<file path="src/rtl/zion_bc_skid_pkg.sv">
// -----------------------------------------------------------------------------
// zion_bc_skid_pkg
// Shared types and constants for the enable-qualified skid reader slice.
//   skid_state_e : occupancy state of the two-entry skid buffer
//   main_src_e   : source select for the main (output) data register
//   SKID_DEPTH   : number of word slots (main + skid)
//   OCC_W        : width needed to encode 0..SKID_DEPTH
//   occOf()      : maps a state to its word count
// Optional feature macro used by the top: ZION_BC_SKID_OCC_EN
// -----------------------------------------------------------------------------
package zion_bc_skid_pkg;

    typedef enum logic [1:0] {
        SKID_EMPTY = 2'd0,
        SKID_ONE   = 2'd1,
        SKID_FULL  = 2'd2
    } skid_state_e;

    typedef enum logic [1:0] {
        MAIN_SRC_IN   = 2'd0,
        MAIN_SRC_SKID = 2'd1,
        MAIN_SRC_INI  = 2'd2
    } main_src_e;

    localparam int SKID_DEPTH = 2;
    localparam int OCC_W      = $clog2(SKID_DEPTH + 1);

    function automatic logic [OCC_W-1:0] occOf(input skid_state_e st);
        logic [OCC_W-1:0] occ;
        case (st)
            SKID_ONE:  occ = OCC_W'(1);
            SKID_FULL: occ = OCC_W'(2);
            default:   occ = '0;
        endcase
        return occ;
    endfunction

endpackage

</file>
<file path="src/rtl/zion_bc_skid_dat_reg.sv">
// -----------------------------------------------------------------------------
// zion_bc_skid_dat_reg
// WIDTH-wide data register with load enable and synchronous active-high reset
// to INI_DATA. Used for both the main and skid slots of the skid reader.
// Ports:
//   clk  in  1      clock
//   rst  in  1      synchronous reset, active-high, loads INI_DATA
//   en   in  1      load enable
//   d    in  WIDTH  next value
//   q    out WIDTH  registered value
// -----------------------------------------------------------------------------
module zion_bc_skid_dat_reg #(
    parameter int               WIDTH    = 32,
    parameter logic [WIDTH-1:0] INI_DATA = '0
) (
    input  logic             clk,
    input  logic             rst,
    input  logic             en,
    input  logic [WIDTH-1:0] d,
    output logic [WIDTH-1:0] q
);

    always_ff @(posedge clk) begin
        if (rst) begin
            q <= INI_DATA;
        end else if (en) begin
            q <= d;
        end
    end

endmodule

</file>
<file path="src/rtl/zion_bc_en_skid_reader.sv">
// -----------------------------------------------------------------------------
// zion_bc_en_skid_reader
// Read side of an enable-qualified register stage. Two-entry skid buffer
// (main + skid) between a valid/ready producer and consumer: full throughput
// when streaming, no word lost under backpressure, and both handshake outputs
// decoded from registered state only (no iVld->oRdy or iRdy->oVld path).
//
// Optional feature macro: ZION_BC_SKID_OCC_EN
//   defined   : adds oOcc (registered occupancy) and oOvf (sticky, set when
//               the producer offers a word while the buffer is full)
//   undefined : those ports are absent, core behaviour unchanged
//
// Ports:
//   clk   in   1      clock
//   rst   in   1      synchronous reset, active-high
//   iVld  in   1      upstream word valid
//   oRdy  out  1      upstream ready (state != FULL)
//   iDat  in   WIDTH  upstream data
//   oVld  out  1      downstream word valid (state != EMPTY)
//   iRdy  in   1      downstream ready
//   oDat  out  WIDTH  downstream data (main register; INI_DATA when empty)
//   oOcc  out  2      occupancy 0/1/2            (ZION_BC_SKID_OCC_EN only)
//   oOvf  out  1      sticky overflow attempt    (ZION_BC_SKID_OCC_EN only)
//
// State table:
//   state       | meaning
//   SKID_EMPTY  | no word held, oDat = INI_DATA
//   SKID_ONE    | main holds the head word
//   SKID_FULL   | main holds the head, skid holds the next word
// -----------------------------------------------------------------------------
module zion_bc_en_skid_reader
    import zion_bc_skid_pkg::*;
#(
    parameter int               WIDTH    = 32,
    parameter logic [WIDTH-1:0] INI_DATA = '0
) (
    input  logic             clk,
    input  logic             rst,
    input  logic             iVld,
    output logic             oRdy,
    input  logic [WIDTH-1:0] iDat,
    output logic             oVld,
    input  logic             iRdy,
    output logic [WIDTH-1:0] oDat
`ifdef ZION_BC_SKID_OCC_EN
    ,
    output logic [OCC_W-1:0] oOcc,
    output logic             oOvf
`endif
);

    skid_state_e      state;
    skid_state_e      stateNxt;
    main_src_e        mainSrc;
    logic             mainEn;
    logic             skidEn;
    logic             skidClr;
    logic             xferIn;
    logic             xferOut;
    logic [WIDTH-1:0] mainD;
    logic [WIDTH-1:0] mainQ;
    logic [WIDTH-1:0] skidD;
    logic [WIDTH-1:0] skidQ;

    assign oVld    = (state != SKID_EMPTY);
    assign oRdy    = (state != SKID_FULL);
    assign xferIn  = iVld && oRdy;
    assign xferOut = oVld && iRdy;
    assign oDat    = mainQ;

    always_ff @(posedge clk) begin
        if (rst) begin
            state <= SKID_EMPTY;
        end else begin
            state <= stateNxt;
        end
    end

    always_comb begin
        stateNxt = state;
        mainEn   = 1'b0;
        mainSrc  = MAIN_SRC_IN;
        skidEn   = 1'b0;
        skidClr  = 1'b0;
        case (state)
            SKID_EMPTY: begin
                if (xferIn) begin
                    stateNxt = SKID_ONE;
                    mainEn   = 1'b1;
                end
            end
            SKID_ONE: begin
                if (xferIn && !xferOut) begin
                    stateNxt = SKID_FULL;
                    skidEn   = 1'b1;
                end else if (xferIn && xferOut) begin
                    mainEn   = 1'b1;
                end else if (xferOut) begin
                    // Clearing main keeps oDat at INI_DATA whenever empty.
                    stateNxt = SKID_EMPTY;
                    mainEn   = 1'b1;
                    mainSrc  = MAIN_SRC_INI;
                end
            end
            SKID_FULL: begin
                // oRdy is low here, so only the drain of main can happen.
                if (xferOut) begin
                    stateNxt = SKID_ONE;
                    mainEn   = 1'b1;
                    mainSrc  = MAIN_SRC_SKID;
                    skidEn   = 1'b1;
                    skidClr  = 1'b1;
                end
            end
            default: begin
                stateNxt = SKID_EMPTY;
                mainEn   = 1'b1;
                mainSrc  = MAIN_SRC_INI;
                skidEn   = 1'b1;
                skidClr  = 1'b1;
            end
        endcase
    end

    always_comb begin
        mainD = INI_DATA;
        case (mainSrc)
            MAIN_SRC_IN:   mainD = iDat;
            MAIN_SRC_SKID: mainD = skidQ;
            default:       mainD = INI_DATA;
        endcase
    end

    assign skidD = skidClr ? INI_DATA : iDat;

    zion_bc_skid_dat_reg #(
        .WIDTH    (WIDTH),
        .INI_DATA (INI_DATA)
    ) uMainReg (
        .clk (clk),
        .rst (rst),
        .en  (mainEn),
        .d   (mainD),
        .q   (mainQ)
    );

    zion_bc_skid_dat_reg #(
        .WIDTH    (WIDTH),
        .INI_DATA (INI_DATA)
    ) uSkidReg (
        .clk (clk),
        .rst (rst),
        .en  (skidEn),
        .d   (skidD),
        .q   (skidQ)
    );

`ifdef ZION_BC_SKID_OCC_EN
    // Occupancy is registered from the next state so it tracks state exactly.
    always_ff @(posedge clk) begin
        if (rst) begin
            oOcc <= '0;
            oOvf <= 1'b0;
        end else begin
            oOcc <= occOf(stateNxt);
            if (iVld && !oRdy) begin
                oOvf <= 1'b1;
            end
        end
    end
`endif

endmodule
</file>
<file path="config.mk">
export PLATFORM = sky130hd
export DESIGN_NAME = zion_bc_en_skid_reader
export DESIGN_NICKNAME = d
export VERILOG_FILES = /design/src/rtl/zion_bc_skid_pkg.sv /design/src/rtl/zion_bc_skid_dat_reg.sv /design/src/rtl/zion_bc_en_skid_reader.sv
export SDC_FILE = /design/constraint.sdc
export NUM_CORES = 1
export LEC_CHECK = 0
export ABC_AREA = 1
export ABC_CLOCK_PERIOD_IN_PS = 2210
export BUFFER_PORTS_ARGS = -buffer_cell sky130_fd_sc_hd__buf_4
export CAP_MARGIN = 20
export CORE_MARGIN = 4
export CORE_UTILIZATION = 29
export CTS_CLUSTER_SIZE = 20
export DETAILED_ROUTE_END_ITERATION = 12
export PLACE_DENSITY = 0.57
export SETUP_SLACK_MARGIN = 0.15
export SYNTH_ARGS = -nofsm -noshare
export SYNTH_HDL_FRONTEND = slang
export SYNTH_SLANG_ARGS = --single-unit
</file>
<file path="constraint.sdc">
create_clock -name clk -period 2.21 [get_ports clk]
set_input_delay 0.221 -clock clk [delete_from_list [all_inputs] [get_ports clk]]
set_output_delay 0.221 -clock clk [all_outputs]
set_load 0.005 [all_outputs]
</file>
# Word level (Yosys, flattened, before mapping)
# Index checks and enable logic that the tools add are counted.
op_classes:
  add_sub_neg: 0
  mul: 0
  div: 0
  magnitude_cmp: 0
  eq_ne: 8
  shifts: 0
  mux: 21
  bitwise: 0
  n_reduce_logical: 10
op_table:
  columns: ["cell", "n"]
  rows:
  - ["$pmux 32 s2", 1]
  - ["$mux 32", 1]
  - ["$mux 2", 8]
  - ["$pmux 2 s3", 2]
  - ["$mux 1", 6]
  - ["$ne 2x2->1 const B", 3]
  - ["$ne 3x3->1 const B", 2]
  - ["$pmux 1 s3", 2]
  - ["$eq 2x1->1 const B", 2]
  - ["$logic_and 1x1->1", 4]
  - ["$logic_not 2->1", 2]
  - ["$reduce_and 4->1", 1]
  - ["$eq 2x2->1 const B", 1]
  - ["$pmux 1 s2", 1]
  - ["$reduce_bool 2->1", 1]
  - ["$reduce_or 2->1", 1]
  - ["$logic_not 1->1", 1]
totals:
  reg_bits: 66
  latchBits: 0
  ramBits: 0
  rom_bits: 0
  inputBits: 36
  output_inout_bits: 34
  word_cells: 42
  memories: 0

# Longest topological paths before layout
# Gate-level depths: netlist of the first run.
logic_depth:
  word_depth: 8
  ltp_mapped: 9
  mapped_depth_nobuf: 7

# Cells and area by module
# A second synthesis of the first run with hierarchy kept.
hier_totals:
  hier_cells: 605
  area_unflattened_um2: 3751.1
by_module_without_submodules:
  columns: ["module", "n_inst", "cells_each", "area_each_um2", "seq_area_each_um2"]
  rows:
  - ["zion_bc_skid_dat_reg", 2, 203, 1338.8, 640.6]
  - ["zion_bc_en_skid_reader", 1, 199, 1073.5, 40.0]

# Worst setup path before layout of the first run
# OpenSTA, ideal clock, no wires.
synth_timing:
  path_kind: "reg-to-reg"
  startpoint: "register state[1]"
  endpoint: "register uMainReg.q[0]"
  setup_ns: 0.111
  arrival_ns: 1.062
  required_time_ns: 2.099
  path_slack_ns: 1.036
  stages_incl_launch_ff: 9
  n_path_buf: 2
  path_cell_list: "dfxtp_1 > buf_6 > nor2_2 > nand2_1 > nand2_2 > buf_2 > nor2_1 > nor2_1 > nor2_1"
synth_via:
  elab_chain_cells: 8
  elab_cells_between_ends: 23
synth_rtl:
  columns: ["element", "line_no", "rtl"]
  rows:
  - ["from (decl)", "zion_bc_en_skid_reader.sv:52", "skid_state_e state;"]
  - ["from (signal assigned)", "zion_bc_en_skid_reader.sv:75", "state <= stateNxt;"]
  - ["$ne 2x2->1 / $reduce_bool 2->1 (equally long branches)", "zion_bc_en_skid_reader.sv:66, zion_bc_en_skid_reader.sv:65", null]
  - ["$logic_and 1x1->1, on equally long branches", "zion_bc_en_skid_reader.sv:67, zion_bc_en_skid_reader.sv:68", null]
  - ["$logic_and 1x1->1, or another cell as far along", "zion_bc_en_skid_reader.sv:96", "end else if (xferIn && xferOut) begin"]
  - ["$mux 2 / $logic_and 1x1->1 (equally long branches)", "zion_bc_en_skid_reader.sv:96, zion_bc_en_skid_reader.sv:93", null]
  - ["$mux 2", "zion_bc_en_skid_reader.sv:93", "if (xferIn && !xferOut) begin"]
  - ["$pmux 2 s3", "zion_bc_en_skid_reader.sv:85", "case (state)"]
  - ["$eq 2x1->1 / $logic_not 2->1 (equally long branches)", "zion_bc_en_skid_reader.sv:127", "case (mainSrc)"]
  - ["$pmux 32 s2", "zion_bc_en_skid_reader.sv:127", null]
  - ["to (signal assigned)", "zion_bc_skid_dat_reg.sv:25", "q <= INI_DATA;"]
  - ["to (signal assigned)", "zion_bc_skid_dat_reg.sv:27", "q <= d;"]
  - ["to (decl)", "zion_bc_skid_dat_reg.sv:20", "output logic [WIDTH-1:0] q"]
# Several ways; a longest one is shown, not always the timed one.
# A chain may end at the register's enable or synchronous reset.

# Worst setup path after layout of the first run
layout_timing:
  startpoint: "register state[0]"
  endpoint: "register uMainReg.q[10]"
# Same word-level chain as after synthesis.

==> parameters.txt, run 1 <==
Parameter                              Value

Outcome
  Result of the run ... finished, final reports clean

Critical path
  Series of cell instances along the critical path ... nor2_1, nand2_1, nand3_2, nand2_1, nor2_1, nor2_1
  Startpoint type of the worst setup path ... flip-flop
  Most Frequent Cell on Critical Path ... nor2_1
  Cells on worst reg2reg path ... 6
  R2r setup slk ... between 400 and 500 ps
  Worst path required time ... 2470 ps
  Max stage delay cell, worst path ... nand3_2
  Critical path data arrival time ... 1990 ps
  Top delay family on crit path ... simple AND/OR/NAND/NOR gates
  Worst-path fanout max ... 32
  Largest stage delay on the critical path ... around 550 ps
  Buffer and inverter count on the worst path ... 0
  Start-to-end type of the worst setup path ... flip-flop to flip-flop
  Origin of the critical flop-to-flop path ... state[0]
  End of the worst register-to-register path ... uMainReg.q[10]
  Crit path capture type ... flip-flop

Hold path
  Endpoint of the worst hold path ... uSkidReg.q[9]
  Type of the worst min-delay path ... input port to flip-flop
  Startpoint of the lowest-slack hold path ... iDat[9]
  Number of cells on the worst hold path ... 3

Pwr
  PwrDens ... ~820 mW/mm2
  Static leakage power ... 1.987 nW
  Max rail drop VDD ... between 0.0004 and 0.0005 V

Layout
  Final net count ... a little over 600
  Fraction of layout cells with a size suffix above 1 ... 0.1885
  Antenna diode count ... 0
  Area delta synth->final ... 27.08%

Yosys
  Seq cells post-synth ... 66
  Part of the Yosys area used for sequential elements ... 0.4051
  Post-Synth Adder-Cell Area ... 0
  Mapped cell area ... ~0.0033 mm2
  Number of distinct library cells after synthesis ... 19
  Share of the synthesized area in compound gates (AO/OA/AOI/OAI) ... 0.05562
  Fraction of synthesized area in multiplexers ... 0
  Avg Cell Area, Syn ... about 6.4 um2
  Xor/xnor share of the synthesized area ... 0
  Number of warning messages in the yosys log ... 0
  Mapped Cells ... 512
  Net count of the mapped netlist ... 548
  Post-synthesis share of cell area spent on and, or, nand and nor gates ... 0.3966
  Largest family of logic cells by synthesized area ... simple AND/OR/NAND/NOR gates

CTS
  Gates resized, CTS repair ... 0
  Worst-skew pair later-pin latency ... 330 ps
  Hold buffer count at cts ... 0
  Number of buffers created by CTS ... 9
  CTS H-tree lvls ... 3
  Root Buffer Master ... clkbuf_16
  TritonCTS clock tree ... done
  Total clock sinks ... 66
  Post-CTS Setup Repair Bufs ... 0
  Buffer levels on the longest clock path ... 2
  Clock-pin slew on the worst setup and hold paths ... ~60 ps

Global route
  Largest net degree at the start of global routing ... 34
  Grt ovf ... 0
  Via count of the first global-routing pass ... 2,945
  Total GRT Usage ... 0.1375
  First-pass GRT wire length ... roughly 14,000 um
  Initial antenna violation count ... 0

Placement
  Setup WS pre-CTS ... 499.3 ps
  Routability Congestion ... 0.7799
  Port Buf Inserts ... 69
  Detailed placer's ending HPWL ... ~5700 um

Route
  Routed wire per std cell ... 12.18 um
  Total routed wirelength ... 8684 um
  Count of unresolved DRC violations after routing ... 0
  Via density per instance ... 4.353
  Drt initial violations ... 140
  Count of TritonRoute iterations in the first routing pass ... 4
  Remaining number of nets flagged by the antenna check after routing ... 0
  Via count of the routed design ... 3,104

Timing
  Minimum clock period ... 1728 ps
  Achievable frequency ... 578.8 MHz
  Hold slack final ... 165.9 ps
  Post-route clock period utilization ... 0.7818
  Smallest setup slack after layout ... 482.2 ps
  Final worst clock skew ... between 3 and 4 ps
  Final setup fails ... 0
  Setup_tns ... 0 ps
  Count of final hold-check violations ... 0
  Max_slew headroom ... 0.5357
  RSZ-0062 raised after global routing ... false
  Worst-margin pin slew ... 695.6 ps
  Max-slew violation total from the final report ... 0

Floorplan
  Die outline height ... 114.1 um
  Boundary Pins ... 70
  Die W ... roughly 110 um
  Core Box Area ... 0.01094 mm2
  Initial core utilization ... 0.2983
  Die area ... 0.01301 mm2
  Number of cell rows ... 38

Run
  Count of maximum capacitance violations ... 0
[where the power goes]
part	leakage, nW	internal (mW)	switching (mW)
logic	1.28	0.238	0.283
registers	0.542	1.27	0.0463
clock network	0.160	0.996	0.544
[cell usage in the layout (no fill, tap or decap)]
master and n:
a21oi_1 33, buf_4 78, bufinv_16 2, clkbuf_16 9
clkinv_2 1, clkinv_4 2, dfxtp_1 66, inv_1 66
inv_2 4, inv_6 2, nand2_1 135, nand2_2 4
nand2_4 1, nand3_1 66, nand3_2 1, nand4_4 1
nor2_1 99, nor2_2 1, nor2_4 1, o21ai_4 1
[sequential cells by signal, summed over array words and instances, names as in the netlist]
signal,cells
uMainReg.q,32
state,2
uSkidReg.q,32
[Yosys cell counts]
cell type / n / area [um2]
a21oi_1: 33 / 165.2
nand3_2: 1 / 10.01
nand2_4: 1 / 11.26
buf_1: 1 / 3.750
nor2_2: 1 / 6.260
nand2_2: 4 / 25.02
nor2_1: 99 / 371.6
clkbuf_1: 8 / 30.03
dfxtp_1: 66 / 1321
inv_1: 66 / 247.7
nand2_1: 135 / 506.7
inv_2: 4 / 15.01
o21ai_4: 1 / 16.27
buf_4: 7 / 52.55
buf_2: 12 / 60.06
nor2_4: 1 / 11.26
nand3_1: 66 / 330.3
nand4_4: 1 / 21.27
buf_6: 5 / 56.30
[layer usage]
metal  track usage  routed length, um  vias to the layer above
met3       0.04070                442                        7
met4       0.03325                 72                        0
met1        0.1680               3896                     1371
met2        0.2377               4273                       63
met5             0                  0                        -
li1              -                  -                     1663
[through the flow]
stage,power [mW],instances,utilization,area [um2]
final,3.382,713,0.3791,4145
after global routing,3.559,713,0.3791,4145
after CTS,3.424,713,0.3791,4145
after detailed placement,1.876,697,0.3493,3820
after global placement,1.870,697,0.3493,3820
after floorplan,1.658,512,-,3262
[worst max-delay path by stage]
stage             start        endpoint  slack (ps)  cells after the start
2_1_floorplan  state[1]   uMainReg.q[0]        1040                      8
3_3_place_gp   state[1]   uMainReg.q[2]         530                      7
3_5_place_dp   state[0]  uMainReg.q[10]         500                      6
4_1_cts        state[0]  uMainReg.q[10]         480                      6
5_1_grt        state[0]   uMainReg.q[4]         280                      6
6_report       state[0]  uMainReg.q[10]         480                      6
[layout make-up]
cell class / instances / area, um2
repair buffers: 78 / 585.6
multi-input cells: 343 / 1475
flip-flops and latches: 66 / 1321
fillers: 1200 / 6790
clock buffers: 9 / 225.2
well taps: 140 / 175.2
inverters: 70 / 262.8
clock inverters: 7 / 100.1
[worst register-to-register path, stage by stage (launching register included)]
cell and delay, ps:
dfxtp_1 510, nor2_1 100, nand2_1 90, nand3_2 550, nand2_1 260, nor2_1 60
nor2_1 90
[kinds of logic after synthesis]
logic type      Yosys count
buf+inv                 103
compound gates           34
flops                    66
simple gates            309
Note: power is estimated with default switching activity, not from simulation.
==> inputs of run 2 (changes only) <==
- ABC_AREA: 1 -> 0
- ABC_CLOCK_PERIOD_IN_PS: 2210 -> 1500
- PLACE_DENSITY: 0.57 -> 0.58
- clock period: 2.21 -> 1.5 ns (I/O delays scaled with it)
==> parameters.txt, run 2 <==
Parameter                              Value

Layout
  Fraction of layout cells with a size suffix above 1 ... 0.4147
  # fillers ... approximately 1,100
  Final net count ... 506
  Fin cells ... around 620
  Commonest non-fill, non-tap cells in the layout ... buf_4, dfxtp_1, nor2b_1, nand2_1, nor2_1
  Multi-input logic area ... 0.002032 mm2
  Combined flip-flop and latch cell area ... approximately 0.0013 mm2
  Area delta synth->final ... 47.13%
  Non-Filler Cell Area, Final ... ~0.0051 mm2
  Antenna diode count ... 0
  Regs by FF count ... uMainReg.q (32), uSkidReg.q (32), state (2)
  Most common cell after layout, fill and taps aside ... buf_4

Floorplan
  Core Box Area ... 0.01152 mm2
  Initial core utilization ... 0.2988
  Number of cell rows ... 39
  Boundary Pins ... 70
  Die W ... approximately 120 um
  Die area ... 0.01367 mm2
  Die outline height ... 116.9 um

CTS
  Number of buffers created by CTS ... 9
  TritonCTS clock tree ... done
  Clock-pin slew on the worst setup and hold paths ... roughly 50 ps
  Worst-skew pair later-pin latency ... 330 ps
  Root Buffer Master ... clkbuf_16
  Buffer levels on the longest clock path ... 2
  CTS H-tree lvls ... 3
  Total clock sinks ... 66

Timing
  Final worst clock skew ... around 6.2 ps
  Max_slew headroom ... 0.7179
  Hold slack final ... approximately 72 ps
  Worst-margin pin slew ... around 420 ps
  Minimum clock period ... 1415 ps
  Max-slew violation total from the final report ... 0
  Post-route clock period utilization ... 0.9430
  RSZ-0062 raised after global routing ... true
  Achievable frequency ... 706.9 MHz
  Count of final hold-check violations ... 0
  Smallest setup slack after layout ... 85.45 ps
  Final setup fails ... 0

Placement
  Setup WS pre-CTS ... -288.2 ps
  Port Buf Inserts ... 69
  Placed standard-cell area ... 0.004153 mm2
  Detailed placer's ending HPWL ... 6294 um
  Count of placed standard cells including taps ... ~580
  Routability Congestion ... 0.7254

Critical path
  R2r setup slk ... 100 ps
  Max stage delay cell, worst path ... dfxtp_4
  Cells on worst reg2reg path ... 6
  Critical path data arrival time ... 1260 ps
  Top delay family on crit path ... buffers and inverters
  Crit path capture type ... output port
  Most Frequent Cell on Critical Path ... buf_8
  Series of cell instances along the critical path ... buf_8, buf_8, or2_1, buf_4
  Largest stage delay on the critical path ... between 300 and 400 ps
  Worst path required time ... ~1400 ps
  End of the worst register-to-register path ... uSkidReg.q[12]
  Origin of the critical flop-to-flop path ... state[0]
  Buffer and inverter count on the worst path ... 3
  Startpoint type of the worst setup path ... flip-flop
  Worst-path fanout max ... 5
  Start-to-end type of the worst setup path ... flip-flop to output port

Yosys
  Mapped Cells ... 379
  Part of the Yosys area used for sequential elements ... 0.3840
  Net count of the mapped netlist ... 415
  Seq cells post-synth ... 66
  Mapped cell area ... around 0.0034 mm2
  Count of flip-flops with a built-in enable after synthesis ... 0
  Largest area contributor in the synthesized netlist ... dfxtp_1
  Dominant cell by count in the synthesized netlist ... dfxtp_1
  Main synth FF type ... dfxtp_1
  Number of distinct library cells after synthesis ... 27
  Synth top area share ... 0.3840
  Area contributors post-synth ... dfxtp_1, a221oi_2, o211a_1
  Proportion of register bits with asynchronous set or reset after synthesis ... 0
  Avg Cell Area, Syn ... 9.079 um2
  Number of warning messages in the yosys log ... 0
  Commonest cells in the netlist ... dfxtp_1, nor2_1, nand2_1, nor2b_1

Route
  Routed wire per std cell ... 17.18 um
  Total routed wirelength ... 10,620 um
  Remaining number of nets flagged by the antenna check after routing ... 0
  Via count of the routed design ... 3,151
  Count of TritonRoute iterations in the first routing pass ... 4
  Drt initial violations ... 171
  Count of unresolved DRC violations after routing ... 0
  Via density per instance ... 5.099

Hold path
  Type of the worst min-delay path ... input port to flip-flop
  Number of cells on the worst hold path ... 3
  Startpoint of the lowest-slack hold path ... iDat[28]
  Endpoint of the worst hold path ... uSkidReg.q[28]

Global route
  Via count of the first global-routing pass ... 3,129
  Largest net degree at the start of global routing ... 27
  Total GRT Usage ... 0.1525
  Initial antenna violation count ... 0
  First-pass GRT wire length ... 16,170 um
  Grt ovf ... 0

Pwr
  PwrDens ... between 1000 and 1500 mW/mm2
  PnR Total Power ... 5.358 mW
  Static leakage power ... 2.367 nW
  Max rail drop VDD ... 0.0007429 V

Run
  Count of maximum capacitance violations ... 0

Outcome
  Result of the run ... finished, final reports clean
-- run 2: changes by cell type in the layout (fill, tap and decap cells not counted), sizes merged, moves of 4 or more --
| cell | delta |
|---|---|
| nand2 | -107 |
| nand3 | -67 |
| nor2 | -67 |
| inv | -40 |
| buf | +38 |
| nor2b | +35 |
| a221oi | +32 |
| a22oi | +32 |
| o211a | +32 |
| a21oi | -31 |
| o21ai | +31 |
| clkbuf | +4 |
-- run 2: area by class of cell --
| type | instances | area share |
|---|---|---|
| multi-input cells | 243 | 0.4014 |
| clock inverters | 5 | 0.01532 |
| repair buffers | 118 | 0.2138 |
| well taps | 143 | 0.03534 |
| flip-flops and latches | 66 | 0.2625 |
| inverters | 32 | 0.02373 |
| clock buffers | 11 | 0.04795 |
-- run 2: timing repair --
action / in CTS / in global routing
endpoints found under the setup margin: 66 / 66
hold buffers: 0 / 0
pin swaps: 3 / 8
hold endpoints to repair: 0 / 0
cloned: 2 / 2
buffers inserted: 22 / 1
resized for setup: 12 / 45
-- run 2: through the flow --
stage	setup TNS, ps	util
detailed placement	-15410	0.3606
CTS	0	0.4129
floorplan	0	-
global route	0	0.4396
finish	0	0.4396
global placement	-12970	0.3606
-- run 2: layer usage --
layer	up-vias	wire (um)	GRT usage	share of wire
li1	1545	-	-	-
met1	1522	4936	0.2003	0.47
met2	75	5109	0.2499	0.48
met3	9	450	0.03393	0.042
met4	0	119	0.04817	0.011
met5	-	0	0	0
-- run 2: power by group --
part / internal, mW / switching (mW)
clock: 1.49 / 0.765
sequential: 1.87 / 0.0746
combinational: 0.600 / 0.549
-- run 2: logic make-up (layout without fill, tap and decap cells) --
logic type             after synthesis  in the layout  share of synthesized area
multiplexers                         1              2                   0.006545
buffers and inverters               72            166                     0.1004
flip-flops                          66             66                     0.3840
AND/OR/NAND/NOR                    107            107                     0.1513
AO/OA/AOI/OAI                      133            134                     0.3578
-- run 2: worst max-delay path by stage --
| stage | start | to | slack [ps] | cells after the start |
|---|---|---|---|---|
| floorplan | state[0] | uMainReg.q[21] | 230 | 5 |
| global placement | state[1] | uMainReg.q[5] | -240 | 5 |
| detailed placement | state[1] | uMainReg.q[12] | -290 | 4 |
| CTS | state[0] | oVld | 90 | 4 |
| global route | state[0] | uSkidReg.q[12] | 60 | 6 |
| finish | state[0] | oVld | 90 | 4 |
-- run 2: worst reg2reg max path: stages (launching register included) --
cell and delay [ps]:
dfxtp_4 350, buf_8 120, buf_4 160, and3b_2 260, clkbuf_16 200, a22oi_1 140
nor2_1 60
==> inputs of run 3 (changes only) <==
- CELL_PAD_IN_SITES_DETAIL_PLACEMENT: unset -> 1
- CELL_PAD_IN_SITES_GLOBAL_PLACEMENT: unset -> 1
- CORE_MARGIN: 4 -> 3
- PLACE_DENSITY: 0.58 -> 0.71
==> parameters.txt, run 3 (same netlist as run 2, synthesis figures left out) <==
Parameter                              Value

Layout
  Commonest non-fill, non-tap cells in the layout ... buf_4, dfxtp_1, nor2b_1, nand2_1, nor2_1
  Fraction of layout cells with a size suffix above 1 ... 0.3686
  Regs by FF count ... uMainReg.q (32), uSkidReg.q (32), state (2)
  Fin cells ... 615
  Most common cell after layout, fill and taps aside ... buf_4
  Final net count ... ~500
  Antenna diode count ... 0
  Non-Filler Cell Area, Final ... about 0.0049 mm2
  Area delta synth->final ... 42.73%

Timing
  Minimum clock period ... 1438 ps
  Smallest setup slack after layout ... 62.47 ps
  Worst-margin pin slew ... around 430 ps
  RSZ-0062 raised after global routing ... true
  Max-slew violation total from the final report ... 0
  Hold slack final ... between 80 and 90 ps
  Final worst clock skew ... 4.155 ps
  Count of final hold-check violations ... 0
  Max_slew headroom ... 0.7101
  Final setup fails ... 0
  Post-route clock period utilization ... 0.9584
  Achievable frequency ... 695.6 MHz

Critical path
  Cells on worst reg2reg path ... 7
  Largest stage delay on the critical path ... 360 ps
  Buffer and inverter count on the worst path ... 3
  Start-to-end type of the worst setup path ... flip-flop to flip-flop
  Worst-path fanout max ... 5
  R2r setup slk ... 60 ps
  Worst path required time ... 1760 ps
  Origin of the critical flop-to-flop path ... state[1]
  Critical path data arrival time ... 1700 ps
  Most Frequent Cell on Critical Path ... nor2b_4
  Series of cell instances along the critical path ... nor2b_4, buf_6, nor2b_4, buf_4, clkbuf_16, a221oi_2, o211a_1
  Startpoint type of the worst setup path ... flip-flop
  End of the worst register-to-register path ... uMainReg.q[18]
  Top delay family on crit path ... buffers and inverters
  Crit path capture type ... flip-flop
  Max stage delay cell, worst path ... dfxtp_4

Global route
  Largest net degree at the start of global routing ... 60
  Total GRT Usage ... 0.1752
  First-pass GRT wire length ... 18,230 um
  Initial antenna violation count ... 0
  Via count of the first global-routing pass ... 3,415
  Grt ovf ... 0

Placement
  Setup WS pre-CTS ... -342.7 ps
  Port Buf Inserts ... 69
  Routability Congestion ... 0.7454
  Detailed placer's ending HPWL ... about 6600 um
  Count of placed standard cells including taps ... 570
  Placed standard-cell area ... 0.004115 mm2

CTS
  Number of buffers created by CTS ... 9
  Buffer levels on the longest clock path ... 2
  Hold buffer count at cts ... 0
  Root Buffer Master ... clkbuf_16
  Worst-skew pair later-pin latency ... 320 ps
  CTS H-tree lvls ... 3
  Clock-pin slew on the worst setup and hold paths ... 60 ps
  TritonCTS clock tree ... done
  Total clock sinks ... 66

Floorplan
  Core Box Area ... 0.01152 mm2
  Die outline height ... 114.9 um
  Die area ... 0.01321 mm2
  Die W ... 114.9 um
  Initial core utilization ... 0.2988
  Number of cell rows ... 39
  Boundary Pins ... 70

Hold path
  Number of cells on the worst hold path ... 3
  Endpoint of the worst hold path ... uSkidReg.q[26]
  Type of the worst min-delay path ... input port to flip-flop
  Startpoint of the lowest-slack hold path ... iDat[26]

Route
  Total routed wirelength ... 11,780 um
  Via density per instance ... 5.291
  Remaining number of nets flagged by the antenna check after routing ... 0
  Via count of the routed design ... 3,254
  Routed wire per std cell ... about 19 um
  Count of TritonRoute iterations in the first routing pass ... 4
  Count of unresolved DRC violations after routing ... 0
  Drt initial violations ... 148

Outcome
  Result of the run ... finished, final reports clean

Pwr
  PwrDens ... 1020 mW/mm2
  Static leakage power ... about 2.3 nW
  Max rail drop VDD ... 0.0006558 V

Run
  Count of maximum capacitance violations ... 0
[run 3: cell types whose count changed in the layout (fill, tap and decap cells not counted), moves of 2 or more]
cell,before,now
a22oi_1,11,30
a22oi_2,21,2
buf_6,9,5
a221oi_2,24,27
a221oi_4,7,5
bufinv_16,2,0
clkbuf_1,1,3
[run 3: power by group]
part / switching (mW) / total (mW) / internal, mW
combinational: 0.548 / 1.15 / 0.604
sequential: 0.0780 / 1.95 / 1.87
clock: 0.751 / 1.91 / 1.16
[run 3: metal layers]
| metal | share of wire | GRT usage |
|---|---|---|
| met5 | 0 | 0 |
| met4 | 0.021 | 0.07042 |
| met3 | 0.047 | 0.03684 |
| met2 | 0.49 | 0.2928 |
| met1 | 0.44 | 0.2200 |
[run 3: metrics by stage]
step	utilization	total power [mW]	setup TNS (ps)
floorplan	-	2.480	0
global placement	0.3573	2.863	-13250
detailed placement	0.3573	2.894	-16390
CTS	0.4058	4.951	0
global route	0.4264	5.240	-15.73
finish	0.4264	5.012	0
[run 3: area by class of cell]
| cell class | instances | area, um2 |
|---|---|---|
| fillers | 1330 | 6605 |
| flip-flops and latches | 66 | 1329 |
| clock buffers | 13 | 250.2 |
| multi-input cells | 243 | 1923 |
| repair buffers | 115 | 1095 |
| inverters | 32 | 120.1 |
| well taps | 143 | 178.9 |
| clock inverters | 3 | 15.01 |
[run 3: what timing repair did]
action | in CTS | in global routing
pin swaps | 3 | 41
buffers inserted | 13 | 8
gates resized for setup | 16 | 14
gates cloned | 4 | 4
endpoints found under the setup margin | 68 | 51
[run 3: worst max-delay path by stage]
stage	endpoint	start	depth (start not counted)	slack [ps]
CTS	uMainReg.q[23]	state[1]	6	80
global route	state[0]	state[0]	6	-20
floorplan	uMainReg.q[21]	state[0]	5	230
finish	uMainReg.q[18]	state[1]	7	60
detailed placement	uMainReg.q[26]	state[1]	3	-340
global placement	uMainReg.q[19]	state[1]	3	-270
[run 3: worst reg2reg max path, cell delays in order (launching register included)]
cell       delay (ps)
dfxtp_4           360
nor2b_4            40
buf_6             110
nor2b_4           120
buf_4             160
clkbuf_16         160
a221oi_2          250
o211a_1           180
